`config.mk`:
```
export PLATFORM = sky130hd
export DESIGN_NAME = aes_shiftrows_enc_serial
export DESIGN_NICKNAME = d
export VERILOG_FILES = /design/src/rtl/aes_shiftrows_enc_serial_pkg.sv /design/src/rtl/aes_shiftrows_enc_serial_pingpong.sv /design/src/rtl/aes_shiftrows_enc_serial.sv
export SDC_FILE = /design/constraint.sdc
export NUM_CORES = 1
export LEC_CHECK = 0
export CAP_MARGIN = 20
export CORE_MARGIN = 5
export CORE_UTILIZATION = 35
export DETAILED_ROUTE_END_ITERATION = 10
export DONT_BUFFER_PORTS = 1
export PLACE_DENSITY = 0.59
export SLEW_MARGIN = 20
export SYNTH_ARGS = -nofsm -noshare
export SYNTH_HDL_FRONTEND = slang
export SYNTH_SLANG_ARGS = --single-unit
```
`constraint.sdc`:
```
create_clock -name clk -period 4.32 [get_ports clk]
set_clock_uncertainty 0.15 [all_clocks]
set_input_delay 0.864 -clock clk [delete_from_list [all_inputs] [get_ports clk]]
set_output_delay 0.864 -clock clk [all_outputs]
set_load 0.05 [all_outputs]
```
`src/rtl/aes_shiftrows_enc_serial_pkg.sv`:
```
// aes_shiftrows_enc_serial_pkg: shared AES block constants and ShiftRows byte-index helpers.
// Byte k of a 128-bit state lives at bits [127-8k -: 8]; k = 4*column + row.
package aes_shiftrows_enc_serial_pkg;
  localparam int AES_BLOCK_BYTES = 16;
  localparam int AES_BYTE_W = 8;
  function automatic logic [6:0] byte_msb(input logic [3:0] k);
    return 7'd127 - {k, 3'b000};
  endfunction
  // Source index for output byte k: same row, column (c + r) mod 4.
  function automatic logic [3:0] shiftrows_fwd_idx(input logic [3:0] k);
    return {k[3:2] + k[1:0], k[1:0]};
  endfunction
  function automatic logic [3:0] shiftrows_inv_idx(input logic [3:0] k);
    return {k[3:2] - k[1:0], k[1:0]};
  endfunction
endpackage

```
`src/rtl/aes_shiftrows_enc_serial_pingpong.sv`:
```
// aes_block_pingpong: two 128-bit block buffers with full flags.
// Ports: byte write (wr_en_i/wr_sel_i/wr_idx_i/wr_data_i), wr_done_i marks buffer full,
// byte read (rd_sel_i/rd_idx_i -> rd_data_o), rd_done_i marks buffer empty, full_o flags.
module aes_block_pingpong
  import aes_shiftrows_enc_serial_pkg::*;
(
  input  logic       clk,
  input  logic       rst,
  input  logic       wr_en_i,
  input  logic       wr_sel_i,
  input  logic [3:0] wr_idx_i,
  input  logic [7:0] wr_data_i,
  input  logic       wr_done_i,
  input  logic       rd_sel_i,
  input  logic [3:0] rd_idx_i,
  input  logic       rd_done_i,
  output logic [1:0] full_o,
  output logic [7:0] rd_data_o
);
  logic [127:0] mem_q [2];
  logic [1:0] full_q, full_d;
  always_comb begin
    full_d = full_q;
    if (wr_done_i) full_d[wr_sel_i] = 1'b1;
    if (rd_done_i) full_d[rd_sel_i] = 1'b0;
  end
  always_ff @(posedge clk) begin
    if (rst) full_q <= 2'b00;
    else full_q <= full_d;
  end
  always_ff @(posedge clk) begin
    if (wr_en_i) mem_q[wr_sel_i][byte_msb(wr_idx_i) -: 8] <= wr_data_i;
  end
  assign full_o = full_q;
  assign rd_data_o = mem_q[rd_sel_i][byte_msb(rd_idx_i) -: 8];
endmodule

```
`src/rtl/aes_shiftrows_enc_serial.sv`:
```
// aes_shiftrows_enc_serial: byte-serial forward ShiftRows with ping-pong block buffering.
// Ports: s_valid/s_ready/s_data column-major input bytes, m_valid/m_ready/m_data shifted
// output bytes, m_last on the 16th output byte, occupancy = number of full buffers.
module aes_shiftrows_enc_serial
  import aes_shiftrows_enc_serial_pkg::*;
(
  input  logic       clk,
  input  logic       rst,
  input  logic       s_valid,
  output logic       s_ready,
  input  logic [7:0] s_data,
  output logic       m_valid,
  input  logic       m_ready,
  output logic [7:0] m_data,
  output logic       m_last,
  output logic [1:0] occupancy
);
  logic [3:0] wcnt_q, wcnt_d, rcnt_q, rcnt_d;
  logic wsel_q, wsel_d, rsel_q, rsel_d;
  logic [1:0] full;
  logic wr_fire, rd_fire, wr_done, rd_done;
  assign s_ready = ~full[wsel_q];
  assign m_valid = full[rsel_q];
  assign m_last = m_valid & (&rcnt_q);
  assign occupancy = {1'b0, full[0]} + {1'b0, full[1]};
  always_comb begin
    wr_fire = s_valid & s_ready;
    rd_fire = m_valid & m_ready;
    wr_done = wr_fire & (&wcnt_q);
    rd_done = rd_fire & (&rcnt_q);
    wcnt_d = wcnt_q + {3'b000, wr_fire};
    rcnt_d = rcnt_q + {3'b000, rd_fire};
    wsel_d = wsel_q ^ wr_done;
    rsel_d = rsel_q ^ rd_done;
  end
  always_ff @(posedge clk) begin
    if (rst) begin
      wcnt_q <= '0;
      rcnt_q <= '0;
      wsel_q <= 1'b0;
      rsel_q <= 1'b0;
    end else begin
      wcnt_q <= wcnt_d;
      rcnt_q <= rcnt_d;
      wsel_q <= wsel_d;
      rsel_q <= rsel_d;
    end
  end
  // A write can only target an empty buffer and a read only a full one, so a
  // simultaneous set and clear always land on different buffers.
  aes_block_pingpong u_buf (
    .clk       (clk),
    .rst       (rst),
    .wr_en_i   (wr_fire),
    .wr_sel_i  (wsel_q),
    .wr_idx_i  (wcnt_q),
    .wr_data_i (s_data),
    .wr_done_i (wr_done),
    .rd_sel_i  (rsel_q),
    .rd_idx_i  (shiftrows_fwd_idx(rcnt_q)),
    .rd_done_i (rd_done),
    .full_o    (full),
    .rd_data_o (m_data)
  );
endmodule

```
==> flow_metrics.tcl <==
set metrics [dict create \
    drtIter0Drc 541 \
    timing.final.crit_share 0.951 \
    route.detailed.drc 0 \
    crit_chain "mux4_2, mux2i_1, o21ai_0, a221oi_1, nor4_2, buf_4" \
    worst_setup_path_start_kind "flop" \
    critPathKind "reg -> out" \
    dpl.hpwl_mm 17.9 \
    synth.largest_area_cell "edfxtp_1" \
    r2r_end "u_buf.mem_q[0][20]" \
    synth_area_leaders "edfxtp_1 66%, mux4_2 12%, and3_1 3.8%" \
    cpPeakStageDelay_ps 690 \
    antenna_found_initial 0 \
    tritoncts "done" \
    worstHoldStart "rst" \
    clk_pin_slew_worst_paths_ps 60 \
    wire_per_inst_um 23.9 \
    antenna-diode-count 0 \
    rows 66 \
    min_path_cells 1 \
    syn_inst 699 \
    dr.pass1.iters 5 \
    area_growth_pct 13.1 \
    slew_viol_final 0 \
    synthArstFlopShare 0 \
    period_needed_ps 4110 \
    cp.required_ps 3310 \
    ioPinCount 25 \
    synth_fp_nets 717 \
    synth_top_cell_area_share 0.664 \
    setup_viol 0 \
    ys.flop_type "edfxtp_1" \
    grt_overflow_total 0 \
    routed_wl_mm 27.9 \
    initial_utilization 0.355 \
    die_h_um 192 \
    vdd_drop_max_mv 0.284 \
    cts-buffers-inserted 28 \
    via_per_inst 5.40 \
    synth_common_cells "256 x edfxtp_1, 70 x and3_1, 67 x and2_1" \
    fin_util 0.401 \
    cts.path.max_buffers 3 \
    ant_nets 0 \
    grt.total_usage 0.152 \
    synth_edf_count 256 \
    ys_seq_elements 268 \
    yosysWarnings 0 \
    slew_headroom 0.365 \
    netlist_area_mm2 0.0116 \
    layout-drive-gt1-share 0.222 \
    rsz0062_at_grt "no" \
    holdBufCountCts 0 \
    hp-class "in -> reg" \
    r2r_cells 4 \
    grt_pass1_vias 6454 \
    r2r_slack_ps 1630 \
    grt_pass1_wl_mm 41.4 \
    layout.nets 722 \
    critPathArrivalTime_ps 3090 \
    cts_resized 0 \
    status "finished clean" \
    synth_most_common_cell "edfxtp_1" \
    core_area_mm2 0.0326 \
    dieArea_mm2 0.0368 \
    endpoint_kind "output port" \
    drv_cap 0 \
    synth_cell_types 35 \
    cts_sinks 268 \
    r2r_start "wcnt_q[1]" \
    yosysSeqAreaShare 0.685 \
    critical_path.max_fanout 26 \
    fmax_mhz 243 \
    tns_ps 0 \
    cts_setup_buffers 0 \
    grt_max_degree 36 \
    clockRootBuffer "clkbuf_16" \
    p_leak_nw 4.35 \
    gp_congestion 0.778 \
    worstMarginPinSlew_ps 950 \
    cts.htree.levels 1 \
    fp.dieW_um 192 \
    vias 6311 \
    critPathSlowestCell "dfxtp_4" \
    finalHoldViolations 0 \
    min_to "rcnt_q[0]" \
    port_buffers 0 \
    avgSynthCellArea_um2 16.6 \
    insertion_delay_ps 540 \
    p_per_area_mw_per_mm2 413 \
]
## layer usage
metal,part of all wire,global-route usage,vias to the layer above
li1,-,-,2759
met1,0.43,0.209,3291
met2,0.48,0.245,210
met3,0.059,0.0265,51
met4,0.033,0.0536,0
met5,0,0,-
## flip-flops by register name, summed over array words and instances, names as in the netlist
signal        count
rcnt_q            4
rsel_q            1
u_buf.full_o      2
u_buf.mem_q     256
wcnt_q            4
wsel_q            1
## worst max-delay path, delay by kind of cell (launching register included)
| family | cells | cell delay [ps] |
|---|---|---|
| multiplexers | 2 | 1060 |
| flip-flops | 1 | 690 |
| AO/OA/AOI/OAI | 2 | 510 |
| buffers and inverters | 1 | 200 |
| AND/OR/NAND/NOR | 1 | 90 |
## power by group
group          total (mW)  switching, mW  internal [mW]
clock                2.40          0.973           1.43
sequential           2.84        0.00791           2.83
combinational       0.166          0.108         0.0576
total                5.41           1.09           4.32
## cell usage in the layout (no fill, tap or decap), types with 2 or more instances in the layout
cell type,Yosys,routed
edfxtp_1,256,256
and3_1,70,70
and2_1,67,67
mux4_2,64,64
nor2_1,50,49
clkbuf_16,0,29
buf_4,8,29
nand2_1,23,23
nor2b_1,18,16
nand3_1,12,12
dfxtp_1,12,9
o22ai_1,8,8
mux2i_1,7,7
clkinv_1,0,7
clkinv_2,0,7
a221oi_1,6,6
a2111oi_2,6,6
nor4_2,0,6
ha_1,6,6
o21ai_0,5,5
clkbuf_8,0,4
inv_1,3,3
xnor2_1,4,3
xor2_1,3,3
bufinv_16,0,3
nor2b_2,0,2
nor3_1,2,2
nand2b_1,2,2
o221ai_1,2,2
o32ai_2,0,2
a211oi_1,2,2
clkbuf_1,32,2
dfxtp_4,0,2
## how the worst max path moves through the flow
stage | start | to | slack (ps)
3_5_place_dp | rcnt_q[0] | m_data[3] | 730
2_1_floorplan | rcnt_q[2] | m_data[2] | 400
5_1_grt | rsel_q | m_data[2] | 60
4_1_cts | rcnt_q[0] | m_data[3] | 150
6_report | rsel_q | m_data[1] | 210
3_3_place_gp | rcnt_q[0] | m_data[3] | 770
## final cells by class
| class | instances | area, um2 |
|---|---|---|
| fill | 2933 | 19500 |
| sequential | 268 | 7940 |
| multi-input combinational | 372 | 3400 |
| clock buffer | 34 | 763 |
| tap | 442 | 553 |
| timing repair buffer | 31 | 263 |
| clock inverter | 18 | 168 |
| inverter | 3 | 11.3 |
## kinds of logic (layout without fill, tap and decap cells)
kind of cell / count (synthesis) / after routing / synth area share
adder cells (fa/ha/maj): 6 / 6 / 0.00649
flip-flops: 268 / 268 / 0.685
XOR/XNOR: 7 / 7 / 0.00530
AO/OA/AOI/OAI: 32 / 32 / 0.0236
AND/OR/NAND/NOR: 255 / 255 / 0.121
buffers and inverters: 59 / 86 / 0.0271
multiplexers: 72 / 72 / 0.132
## stage by stage
stage                     power (mW)  hold slack (ps)  instances  worst slack [ps]  area [um2]
after floorplan                 3.01              360        699               397       11600
after global placement          3.06              383       1115               770       12100
after detailed placement        3.06              390       1115               733       12100
after CTS                       5.45              210       1167               148       13100
after global routing            5.57              213       1168              57.2       13100
final                           5.41              239       1168               212       13100
(Power assumes the default switching activity.)
